`config.mk`:
```
export PLATFORM = sky130hd
export DESIGN_NAME = stdp_synapse
export DESIGN_NICKNAME = d
export VERILOG_FILES = /design/src/rtl/stdp_pkg.sv /design/src/rtl/spike_timer.sv /design/src/rtl/stdp_synapse.sv
export SDC_FILE = /design/constraint.sdc
export NUM_CORES = 1
export LEC_CHECK = 0
export CAP_MARGIN = 40
export CORE_MARGIN = 5
export CORE_UTILIZATION = 45
export CTS_CLUSTER_SIZE = 10
export DETAILED_ROUTE_END_ITERATION = 6
export PLACE_DENSITY = 0.75
export SLEW_MARGIN = 20
export SYNTH_ARGS = -nofsm -noshare
export SYNTH_HDL_FRONTEND = slang
export SYNTH_SLANG_ARGS = --single-unit
```
`constraint.sdc`:
```
create_clock -name clk -period 7.3 [get_ports clk]
set_input_delay 1.46 -clock clk [delete_from_list [all_inputs] [get_ports clk]]
set_output_delay 1.46 -clock clk [all_outputs]
set_load 0.02 [all_outputs]
```
`src/rtl/stdp_pkg.sv`:
```
// rtl/stdp_pkg.sv - shared defaults and helpers for the STDP synapse
//
// Purpose : default parameter values, the timer-width rule and the
//           learning-event type used by stdp_synapse and spike_timer.
// Ports   : none (package).
// Config  : STDP_EXP_EN (consumed by stdp_synapse) selects the
//           dt-dependent step decay; this package is identical in both builds.

package stdp_pkg;

    localparam int WIDTH_DEF    = 8;
    localparam int WINDOW_DEF   = 15;
    localparam int W_INIT_DEF   = 128;
    localparam int LTP_STEP_DEF = 4;
    localparam int LTD_STEP_DEF = 2;

    // A timer must hold 0..WINDOW+1, where WINDOW+1 marks "no recent spike".
    function automatic int timer_width(input int window);
        return $clog2(window + 2);
    endfunction

    localparam int TIMER_W_DEF = $clog2(WINDOW_DEF + 2);

    typedef enum logic [1:0] {
        LEARN_NONE = 2'd0,
        LEARN_LTP  = 2'd1,
        LEARN_LTD  = 2'd2
    } learn_ev_e;

endpackage

```
`src/rtl/spike_timer.sv`:
```
// rtl/spike_timer.sv - saturating cycles-since-last-spike counter
//
// Purpose : reports how many cycles ago the last spike arrived.
//           value_o is 0 in the cycle of a spike, counts up by one per
//           cycle afterwards and sticks at WINDOW+1 (invalid).
// Ports   : clk      - clock, rising edge
//           rst_n    - asynchronous active-low reset (timer -> invalid)
//           spike_i  - one-cycle spike pulse
//           value_o  - current interval, TW bits, WINDOW+1 = invalid

module spike_timer
    import stdp_pkg::*;
#(
    parameter int WINDOW = WINDOW_DEF,
    parameter int TW     = timer_width(WINDOW)
) (
    input  logic          clk,
    input  logic          rst_n,
    input  logic          spike_i,
    output logic [TW-1:0] value_o
);

    localparam logic [TW-1:0] INVALID = TW'(WINDOW + 1);
    localparam logic [TW-1:0] ONE     = TW'(1);

    // count_q already holds the value for the current cycle assuming no
    // spike; a spike overrides it to 0 combinationally so that the value
    // seen by the other side in a spike cycle is the true interval.
    logic [TW-1:0] count_q;
    logic [TW-1:0] count_d;

    assign value_o = spike_i ? '0 : count_q;

    always_comb begin
        count_d = count_q;
        if (value_o == INVALID) begin
            count_d = INVALID;
        end else begin
            count_d = value_o + ONE;
        end
    end

    always_ff @(posedge clk or negedge rst_n) begin
        if (!rst_n) begin
            count_q <= INVALID;
        end else begin
            count_q <= count_d;
        end
    end

endmodule

```
`src/rtl/stdp_synapse.sv`:
```
// rtl/stdp_synapse.sv - pair-based STDP synapse with saturating weight
//
// Purpose : holds one synaptic weight, potentiates it when a post spike
//           follows a pre spike within WINDOW cycles, depresses it when a
//           pre spike follows a post spike, and emits the weight as a
//           one-cycle current after each pre spike.
// Ports   : clk         - clock, rising edge
//           rst_n       - asynchronous active-low reset
//           pre_spike   - presynaptic spike pulse
//           post_spike  - postsynaptic spike pulse
//           learn_en    - 1 allows weight updates
//           weight      - registered weight, WIDTH bits
//           weight_upd  - pulse in the first cycle a changed weight is shown
//           current_out - registered current, pre-update weight after pre_spike
// Config  : STDP_EXP_EN defined -> step = base_step >> (dt >> 2);
//           undefined -> fixed step for any dt within WINDOW.

module stdp_synapse
    import stdp_pkg::*;
#(
    parameter int WIDTH    = WIDTH_DEF,
    parameter int WINDOW   = WINDOW_DEF,
    parameter int W_INIT   = W_INIT_DEF,
    parameter int LTP_STEP = LTP_STEP_DEF,
    parameter int LTD_STEP = LTD_STEP_DEF
) (
    input  logic             clk,
    input  logic             rst_n,
    input  logic             pre_spike,
    input  logic             post_spike,
    input  logic             learn_en,
    output logic [WIDTH-1:0] weight,
    output logic             weight_upd,
    output logic [WIDTH-1:0] current_out
);

    localparam int TW = timer_width(WINDOW);
    localparam int W1 = WIDTH + 1;

    localparam logic [TW-1:0]    WIN_T  = TW'(WINDOW);
    localparam logic [W1-1:0]    STEP_P = W1'(LTP_STEP);
    localparam logic [W1-1:0]    STEP_D = W1'(LTD_STEP);
    localparam logic [WIDTH-1:0] W_RST  = WIDTH'(W_INIT);

    logic [TW-1:0] pre_t;
    logic [TW-1:0] post_t;

    logic [WIDTH-1:0] weight_q, weight_d;
    logic             upd_q, upd_d;
    logic [WIDTH-1:0] cur_q, cur_d;

    learn_ev_e        ev;
    logic [W1-1:0]    delta_p;
    logic [W1-1:0]    delta_d;
    logic [W1-1:0]    sum;
    logic [W1-1:0]    diff;

    spike_timer #(
        .WINDOW (WINDOW),
        .TW     (TW)
    ) u_pre_timer (
        .clk     (clk),
        .rst_n   (rst_n),
        .spike_i (pre_spike),
        .value_o (pre_t)
    );

    spike_timer #(
        .WINDOW (WINDOW),
        .TW     (TW)
    ) u_post_timer (
        .clk     (clk),
        .rst_n   (rst_n),
        .spike_i (post_spike),
        .value_o (post_t)
    );

    // Coincident spikes are ambiguous in ordering, so they never learn.
    always_comb begin
        ev = LEARN_NONE;
        if (post_spike && !pre_spike && (pre_t <= WIN_T)) begin
            ev = LEARN_LTP;
        end else if (pre_spike && !post_spike && (post_t <= WIN_T)) begin
            ev = LEARN_LTD;
        end
    end

`ifdef STDP_EXP_EN
    logic [TW-1:0] dt;

    always_comb begin
        dt      = (ev == LEARN_LTP) ? pre_t : post_t;
        delta_p = STEP_P >> (dt >> 2);
        delta_d = STEP_D >> (dt >> 2);
    end
`else
    always_comb begin
        delta_p = STEP_P;
        delta_d = STEP_D;
    end
`endif

    // One guard bit: carry out means overflow, borrow means underflow.
    assign sum  = {1'b0, weight_q} + delta_p;
    assign diff = {1'b0, weight_q} - delta_d;

    always_comb begin
        weight_d = weight_q;
        if (learn_en) begin
            case (ev)
                LEARN_LTP: weight_d = sum[WIDTH]  ? '1 : sum[WIDTH-1:0];
                LEARN_LTD: weight_d = diff[WIDTH] ? '0 : diff[WIDTH-1:0];
                default:   weight_d = weight_q;
            endcase
        end
    end

    // Pulse only on a real change, which also covers zero deltas and
    // updates clipped at either rail.
    assign upd_d = (weight_d != weight_q);
    assign cur_d = pre_spike ? weight_q : '0;

    always_ff @(posedge clk or negedge rst_n) begin
        if (!rst_n) begin
            weight_q <= W_RST;
            upd_q    <= 1'b0;
            cur_q    <= '0;
        end else begin
            weight_q <= weight_d;
            upd_q    <= upd_d;
            cur_q    <= cur_d;
        end
    end

    assign weight      = weight_q;
    assign weight_upd  = upd_q;
    assign current_out = cur_q;

endmodule

```
After elaboration in Yosys (flattened, before gate mapping) --
Cells that the tools add are included.
Word-level totals: register bits 27, output and inout bits 17, logic and storage cells 33
Cells by class: add/subtract/negate cells 4, magnitude comparators 2, equal/unequal tests 5, mux-type cells 11, reductions and logical operators 6
Operators with widths (number):
- $mux W8 | 4
- $mux W5 | 4
- $pmux W8 S2 | 1
- $add A5 B1 Y5 const B | 2
- $eq A5 B5 Y1 const B | 2
- $le A5 B4 Y1 const B | 2
- $add A8 B3 Y9 const B | 1
- $sub A8 B2 Y9 const B | 1
- $ne A8 B8 Y1 | 1
- $logic_and A1 B1 Y1 | 4
- $mux W2 | 2
- $eq A2 B1 Y1 const B | 1
- $eq A2 B2 Y1 const B | 1
- $logic_not A1 Y1 | 2

Depth between registers and ports, before layout --
Gate-level depths: netlist of the first run.
depth after elaboration 9, depth in mapped cells 10, depth with buffers taken out 9

Modules after synthesis --
Synthesis of the first run repeated with hierarchy kept, for this count alone.
Unflattened totals: cell total of the unflattened synthesis 188, area total of the unflattened synthesis 1814.2 um^2
By module, submodules not included:
- stdp_synapse | times used 1, cells an instance 136, area an instance 1246.2 um^2
- spike_timer | times used 2, cells an instance 26, area an instance 284.0 um^2

Least setup slack after synthesis of the first run --
OpenSTA, ideal clock, no wires.
path type in2reg, start input port pre_spike, end register upd_q (netlist: weight_upd), arrival 3.434 ns, slack 3.728 ns, stages 10, buffers on the path 1, cells stage by stage buf_2 -> nor2b_1 -> and4_1 -> ha_1 -> nand2b_1 -> o2111ai_2 -> or3b_1 -> a32o_1 -> a2111oi_2 -> o2111ai_1
On the way: word-level cells in the longest chain between the ends 8, elaborated cells between the ends (all ways) 14, classes of those cells 1 x order compare; 3 x eq/ne; 5 x mux; 5 x reduce/logical
Ends and longest elaborated chain:
- start, declared | RTL line stdp_synapse.sv:29 | input logic pre_spike,
- $mux W5, or another cell as far along | RTL line spike_timer.sv:32 | assign value_o = spike_i ? '0 : count_q;
- $le A5 B4 Y1, or another cell as far along | RTL line stdp_synapse.sv:81 | if (post_spike && !pre_spike && (pre_t <= WIN_T)) begin
- $logic_and A1 B1 Y1 or $mux W2 (tied branches) | RTL line stdp_synapse.sv:81, stdp_synapse.sv:83
- $mux W2 (*) | RTL line stdp_synapse.sv:81
- $eq A2 B2 Y1 or $eq A2 B1 Y1 (tied branches) | RTL line stdp_synapse.sv:110 | case (ev)
- $pmux W8 S2 (*) | RTL line stdp_synapse.sv:110
- $mux W8 (*) | RTL line stdp_synapse.sv:109 | if (learn_en) begin
- $ne A8 B8 Y1 (*) | RTL line stdp_synapse.sv:120 | assign upd_d = (weight_d != weight_q);
- named net upd_d | RTL line stdp_synapse.sv:49 | logic upd_q, upd_d;
- end signal, assigned | RTL line stdp_synapse.sv:130 | upd_q <= upd_d;
- end, declared | RTL line stdp_synapse.sv:49
The timed path passes the listed nets; every way through them passes the cells marked *.

Final worst setup path of the first run --
Ends and elaborated chain as after synthesis.

==> results by group, run 1 <==
Yosys
  – Post-synth top flop: dfrtp_1
  – Largest family of logic cells by synthesized area: simple AND/OR/NAND/NOR gates
  – Synth warn: 0
  – Top post-synthesis cells by area: dfrtp_1 39%, nor2_1 6.0%, dfstp_2 5.1%
  – Synth cell types: 43
  – Top cell type's share of synthesized area: 0.3859
  – Adder-Cell Fraction of Synth Area: 0.04823
  – Post-Synth XOR/XNOR Area: 0.03939
  – Register bit total from synthesis: 27
  – Async SR Flop Fraction: 1.000
  – Syn Nets: 186
  – Proportion of synthesized area in mux cells: 0.006431
  – Post-synth EDFFs: 0
  – Post-synthesis compound-gate area fraction: 0.1986
  – Mapped Cells: 175
  – Simple logic cell fraction of the synthesized area: 0.2355
  – Netlist Area Pre-Place: 0.001556 mm²
  – Mean area per synthesized cell: 8.894 µm²
  – Sequential fraction of the synthesis area: 0.4365
  – Post-synth top area cell: dfrtp_1

Detailed routing
  – DRC Markers: 0
  – Drt pass-1 iters: 4
  – Final wirelength: 3536 µm
  – Antenna Violating Nets Remaining: 0
  – Vias per Instance: 5.838
  – Initial DRC count: 100
  – Routed vias: 1,407
  – Avg WL per Cell: 14.67 µm

STA
  – Fmax: 239.0 MHz
  – RSZ-0062 raised after global routing: no
  – Final-report hold violation count: 0
  – Fin Clk Skew: 0.008186 ns
  – Crit path time final: 4.184 ns
  – Slew at the pin closest to its max-slew limit: 0.7639 ns
  – Max-slew violation count: 0
  – Relative slew slack: 0.4907
  – Final setup viols: 0
  – Worst Hold Slack: 0.5657 ns
  – Period Utilization, post-route: 0.5732
  – Sum of negative setup slack: 0 ns

Placed design
  – Placer Congestion: 0.8453
  – Post-DP HPWL: 2509 µm
  – Placed cells: 237
  – DP Area: 0.001807 mm²
  – I/O Buffers: 21

Layout
  – # diodes: 0
  – Final cell count without fillers: 241
  – Layout area overhead: 18.01%
  – Design Area, Final: 0.001837 mm²
  – # nets final: 207
  – Layout cells sized above 1: 0.05641

Pwr
  – Power Total: 0.5257 mW
  – Sequential share of power: 0.426
  – P_leak: 0.7488 nW
  – Worst VDD drop: 0.1715 mV
  – Sw Pwr: 0.2188 mW
  – Net Sw Frac: 0.4162
  – Clock network power share: 0.128
  – Part of the power in combinational logic: 0.445
  – Pwr/cell area: 286.2 mW/mm²
  – Pint: 0.3069 mW

Global routing
  – Global Route Usage Sum: 0.1642
  – Initial antenna violation count: 0
  – Number of global-route vias before repair: 1,351
  – First-pass GRT wire length: 5906 µm
  – GRT Residual Overflow: 0
  – Largest net degree at the start of global routing: 28

Floorplanning
  – Die Wd: 68.81 µm
  – Rows: 21
  – Full die area: 0.004735 mm²
  – I/O pin count: 22
  – Die height: 68.81 µm
  – Initial Util: 0.4664
  – Core box area: 0.003337 mm²

Run status
  – Outcome: finished, final reports clean

Worst setup path
  – Setup crit start kind: primary input
  – CP Class: in -> reg
  – Setup crit end kind: flop
  – Critical Path RT: 7.52 ns
  – CP max FO: 18
  – CP arrival: 4.40 ns

CTS
  – Clock Latency Late Sink: 0.33 ns
  – Clk buf depth: 2
  – Postcts setup bufs: 0
  – Cts bufs inserted: 3
  – CTS tree: yes
  – CTS resizes: 0
  – Clk root buf: clkbuf_4
  – Hold_buf cts: 0
  – H-tree level count: 1
  – CTS Sinks: 27
  – Reg clk slew, reported paths: 0.15 ns

Run
  – Max-cap viol count: 0

Worst hold path
  – Worst hold path class: reg -> reg
==> kinds of logic (layout without fill, tap and decap cells) <==
kind of cell / count (synthesis) / after routing
xor gates and xnor gates: 7 / 7
buffers and inverters: 14 / 34
muxes: 1 / 1
adders and majority gates: 6 / 6
and+or+nand+nor: 75 / 75
DFF: 27 / 27
AOI/OAI and AO/OA: 45 / 45
==> synth_stat cells (2+ instances only) <==
| master | number |
|---|---|
| xor2_1 | 5 |
| or3b_1 | 2 |
| o2111ai_2 | 2 |
| o22ai_1 | 5 |
| nor2_1 | 25 |
| a21oi_1 | 8 |
| clkbuf_1 | 4 |
| nand2_1 | 17 |
| o21bai_1 | 2 |
| ha_1 | 6 |
| nand4_1 | 2 |
| dfrtp_1 | 24 |
| inv_1 | 8 |
| nor3_1 | 2 |
| buf_2 | 2 |
| a31oi_1 | 3 |
| nand3_1 | 10 |
| o211ai_1 | 2 |
| and2_1 | 4 |
| o21ai_1 | 2 |
| nand2b_1 | 2 |
| dfstp_2 | 3 |
| xnor2_1 | 2 |
| nand3b_1 | 3 |
| o21ai_0 | 11 |
| or4_1 | 2 |
==> critical path: stages <==
cell	delay, ns
clkdlybuf4s50_1	0.58
nor2b_1	0.22
and4_1	0.22
ha_1	0.17
nand2b_1	0.13
o2111ai_2	0.42
or3b_1	0.50
a32o_1	0.28
a2111oi_2	0.28
o2111ai_1	0.14
==> layout make-up <==
cell class              count  area (µm²)
clock buffers               3       22.52
well taps                  46       57.56
multi-input cells         134       822.0
clock inverters             1       7.507
inverters                   8       30.03
fillers                   318        1500
flip-flops and latches     27       679.4
repair buffers             22       217.7
==> metrics by stage <==
| stage | utilization | setup WS, ns |
|---|---|---|
| floorplan | - | 3.728 |
| CTS | 0.5504 | 3.176 |
| global route | 0.5504 | 2.983 |
| finish | 0.5504 | 3.116 |
| global placement | 0.5414 | 2.888 |
| detailed placement | 0.5414 | 2.806 |
==> power by group through the flow <==
stage	clock, mW	combinational, mW	sequential (mW)
final	0.0675	0.234	0.224
after global placement	0	0.228	0.224
after floorplan	0	0.124	0.243
after global routing	0.0779	0.255	0.231
after detailed placement	0	0.231	0.226
after CTS	0.0703	0.234	0.223
==> metal layers <==
metal	global-route usage	part of all wire	wire length, µm	vias to the layer above
met2	0.2682	0.48	1700	55
li1	-	-	-	669
met3	0.03728	0.049	175	7
met1	0.2177	0.46	1620	676
met5	0	0	0	-
met4	0.04623	0.011	40	0
==> state kept, by name (all words and copies together) (netlist names) <==
name                  cells
weight                    8
u_pre_timer.count_q       5
u_post_timer.count_q      5
current_out               8
weight_upd                1
==> path summary, 6_finish.rpt <==
path | startpoint | endpoint | slack, ns | cells past startpoint
worst max-delay path | pre_spike | weight_upd$_DFF_PN0_ | 3.12 | 10
worst min-delay path | weight[7]$_DFF_PN1_ | weight[7]$_DFF_PN1_ | 0.57 | 2
worst max register to register | u_pre_timer.count_q[0]$_DFF_PN0_ | weight_upd$_DFF_PN0_ | 4.39 | 9
worst min register to register | weight[7]$_DFF_PN1_ | weight[7]$_DFF_PN1_ | 0.57 | 2
max in group asynchronous | rst_n | u_post_timer.count_q[4]$_DFF_PN1_ | 5.51 | 2
min in group asynchronous | rst_n | weight_upd$_DFF_PN0_ | 1.49 | 2
==> placed cells by master, fill, tap and decap left out, drive strengths merged, types with 2 or more instances in the layout <==
cell type      count
a21oi              8
a31oi              3
and2               4
clkbuf             3
clkdlybuf4s50     21
dfrtp             24
dfstp              3
ha                 6
inv                8
nand2             17
nand2b             2
nand3             10
nand3b             3
nand4              2
nor2              25
nor3               2
o2111ai            3
o211ai             2
o21ai             13
o21bai             2
o22ai              5
or3b               2
or4                2
xnor2              2
xor2               5
No activity file was read; power rests on OpenSTA's default activity.
==> inputs of run 2 (changes only) <==
==> constraint.sdc (replaced) <==
create_clock -name clk -period 3.99 [get_ports clk]
set_input_delay 0.798 -clock clk [delete_from_list [all_inputs] [get_ports clk]]
set_output_delay 0.798 -clock clk [all_outputs]
set_load 0.02 [all_outputs]
==> run 2 against run 1 <==
Compared with the run above:
- hold slack got worse by 0.0039 ns
- sequential share of layout area fell by 0.10 points
- cell count rose by 0.41%
- combinational power rose by 84%
- global-route usage fell by 0.18 points
- first-iteration DRC count fell by 8.0%
- critical endpoint unchanged
- largest cell class unchanged
==> results by group, run 2 (synthesis results as in run 1) <==
Pwr
  – Sw Pwr: 0.3961 mW
  – Part of the power in combinational logic: 0.451
  – Sequential share of power: 0.426
  – Pint: 0.5609 mW
  – Worst VDD drop: 0.2949 mV
  – Net Sw Frac: 0.4139
  – Clock network power share: 0.123
  – P_leak: 0.7570 nW
  – Power Total: 0.9570 mW
  – Pwr/cell area: 519.6 mW/mm²

Placed design
  – Placed cells: 238
  – Post-DP HPWL: 2581 µm
  – I/O Buffers: 21
  – Placer Congestion: 0.9425
  – DP Area: 0.001814 mm²
  – Dpl ws: 0.4535 ns

CTS
  – Postcts setup bufs: 0
  – H-tree level count: 1
  – Clk buf depth: 2
  – Clk root buf: clkbuf_4
  – CTS tree: yes
  – CTS Sinks: 27
  – Hold_buf cts: 0
  – Cts bufs inserted: 3
  – Reg clk slew, reported paths: 0.15 ns
  – CTS resizes: 0
  – Clock Latency Late Sink: 0.32 ns

Floorplanning
  – Core box area: 0.003337 mm²
  – Rows: 21
  – Full die area: 0.004735 mm²
  – I/O pin count: 22
  – Die height: 68.81 µm
  – Die Wd: 68.81 µm
  – Initial Util: 0.4664

Worst setup path
  – Crit-path cells: clkdlybuf4s50_1 -> nor2b_1 -> and4_1 -> ha_1 -> nand2b_1 -> o2111ai_2 -> buf_4 -> o21bai_1 -> and3_1 -> a2111oi_2 -> o2111ai_1
  – CP Class: in -> reg
  – Critical Path RT: 4.19 ns
  – Critical path's slowest cell: clkdlybuf4s50_1
  – Setup crit start kind: primary input
  – Crit. Startpoint: pre_spike
  – Setup crit end kind: flop
  – Worst stage delay on the critical path: 0.59 ns
  – CP max FO: 17
  – R2r startpoint: u_post_timer.count_q[0]$_DFF_PN0_
  – CP arrival: 3.40 ns

Layout
  – Commonest non-fill, non-tap cell in the layout: nor2_1
  – # nets final: 208
  – # diodes: 0
  – Layout area overhead: 18.33%
  – Design Area, Final: 0.001842 mm²
  – Most frequent cells in the layout: 25 x nor2_1, 24 x dfrtp_1, 21 x clkdlybuf4s50_1, 17 x nand2_1, 11 x o21ai_0
  – # fillers: 328
  – Fin util: 0.5519
  – Final cell count without fillers: 242
  – Layout cells sized above 1: 0.06122

STA
  – Final setup viols: 0
  – Relative slew slack: 0.5988
  – Max-slew violation count: 0
  – RSZ-0062 raised after global routing: no
  – Fin Clk Skew: 0.005802 ns
  – Slack of the critical path: 0.7924 ns
  – Crit path time final: 3.198 ns
  – Worst Hold Slack: 0.5618 ns
  – Fmax: 312.7 MHz
  – Slew at the pin closest to its max-slew limit: 0.6005 ns
  – Final-report hold violation count: 0
  – Period Utilization, post-route: 0.8014
  – Sum of negative setup slack: 0 ns

Global routing
  – GRT Residual Overflow: 0
  – First-pass GRT wire length: 5885 µm
  – Global Route Usage Sum: 0.1623
  – Number of global-route vias before repair: 1,344
  – Initial antenna violation count: 0
  – Largest net degree at the start of global routing: 28

Detailed routing
  – DRC Markers: 0
  – Final wirelength: 3561 µm
  – Vias per Instance: 5.653
  – Antenna Violating Nets Remaining: 0
  – Routed vias: 1,368
  – Drt pass-1 iters: 4
  – Initial DRC count: 92
  – Avg WL per Cell: 14.71 µm

Worst hold path
  – Worst hold path class: reg -> reg
  – Hold Startpoint: u_post_timer.count_q[0]$_DFF_PN0_

Run
  – Max-cap viol count: 0

Run status
  – Outcome: finished, final reports clean
## run 2: cell count changes in the layout (fill, tap and decap cells not counted)
cell / before / now
buf_4: 1 / 2
clkinv_2: 0 / 1
clkinvlp_4: 1 / 0
## run 2: worst paths after layout
path,end,slack [ns],cells past startpoint
min,u_post_timer.count_q[0]$_DFF_PN0_,0.56,1
max in group asynchronous,weight[7]$_DFF_PN1_,2.86,2
max,weight_upd$_DFF_PN0_,0.79,11
max reg2reg,weight_upd$_DFF_PN0_,1.37,9
min reg2reg,u_post_timer.count_q[0]$_DFF_PN0_,0.56,1
min in group asynchronous,weight_upd$_DFF_PN0_,0.83,2
## run 2: cell type report
class                   instances  area, µm²  share of cell area
inverters                       8      30.03             0.01630
clock inverters                 1      5.005            0.002717
well taps                      46      57.56             0.03125
repair buffers                 23      225.2              0.1223
clock buffers                   3      22.52             0.01223
multi-input cells             134      822.0              0.4463
flip-flops and latches         27      679.4              0.3689
## run 2: power groups by stage
stage | clock network (mW) | logic (mW) | registers [mW]
after global placement | 0 | 0.422 | 0.410
final | 0.118 | 0.431 | 0.408
after global routing | 0.132 | 0.473 | 0.418
after floorplan | 0 | 0.227 | 0.445
after CTS | 0.121 | 0.432 | 0.405
after detailed placement | 0 | 0.429 | 0.411
## run 2: per-layer routing
layer	global-route usage	share of wire
met2	0.2670	0.48
met1	0.2203	0.45
met4	0.04866	0.012
met5	0	0
met3	0.02431	0.053
## run 2: critical path: cells and delay by family
kind	cells	cell delay (ns)
AO/OA/AOI/OAI	4	0.86
adder cells (fa/ha/maj)	1	0.17
buffers and inverters	2	0.81
AND/OR/NAND/NOR	4	0.76
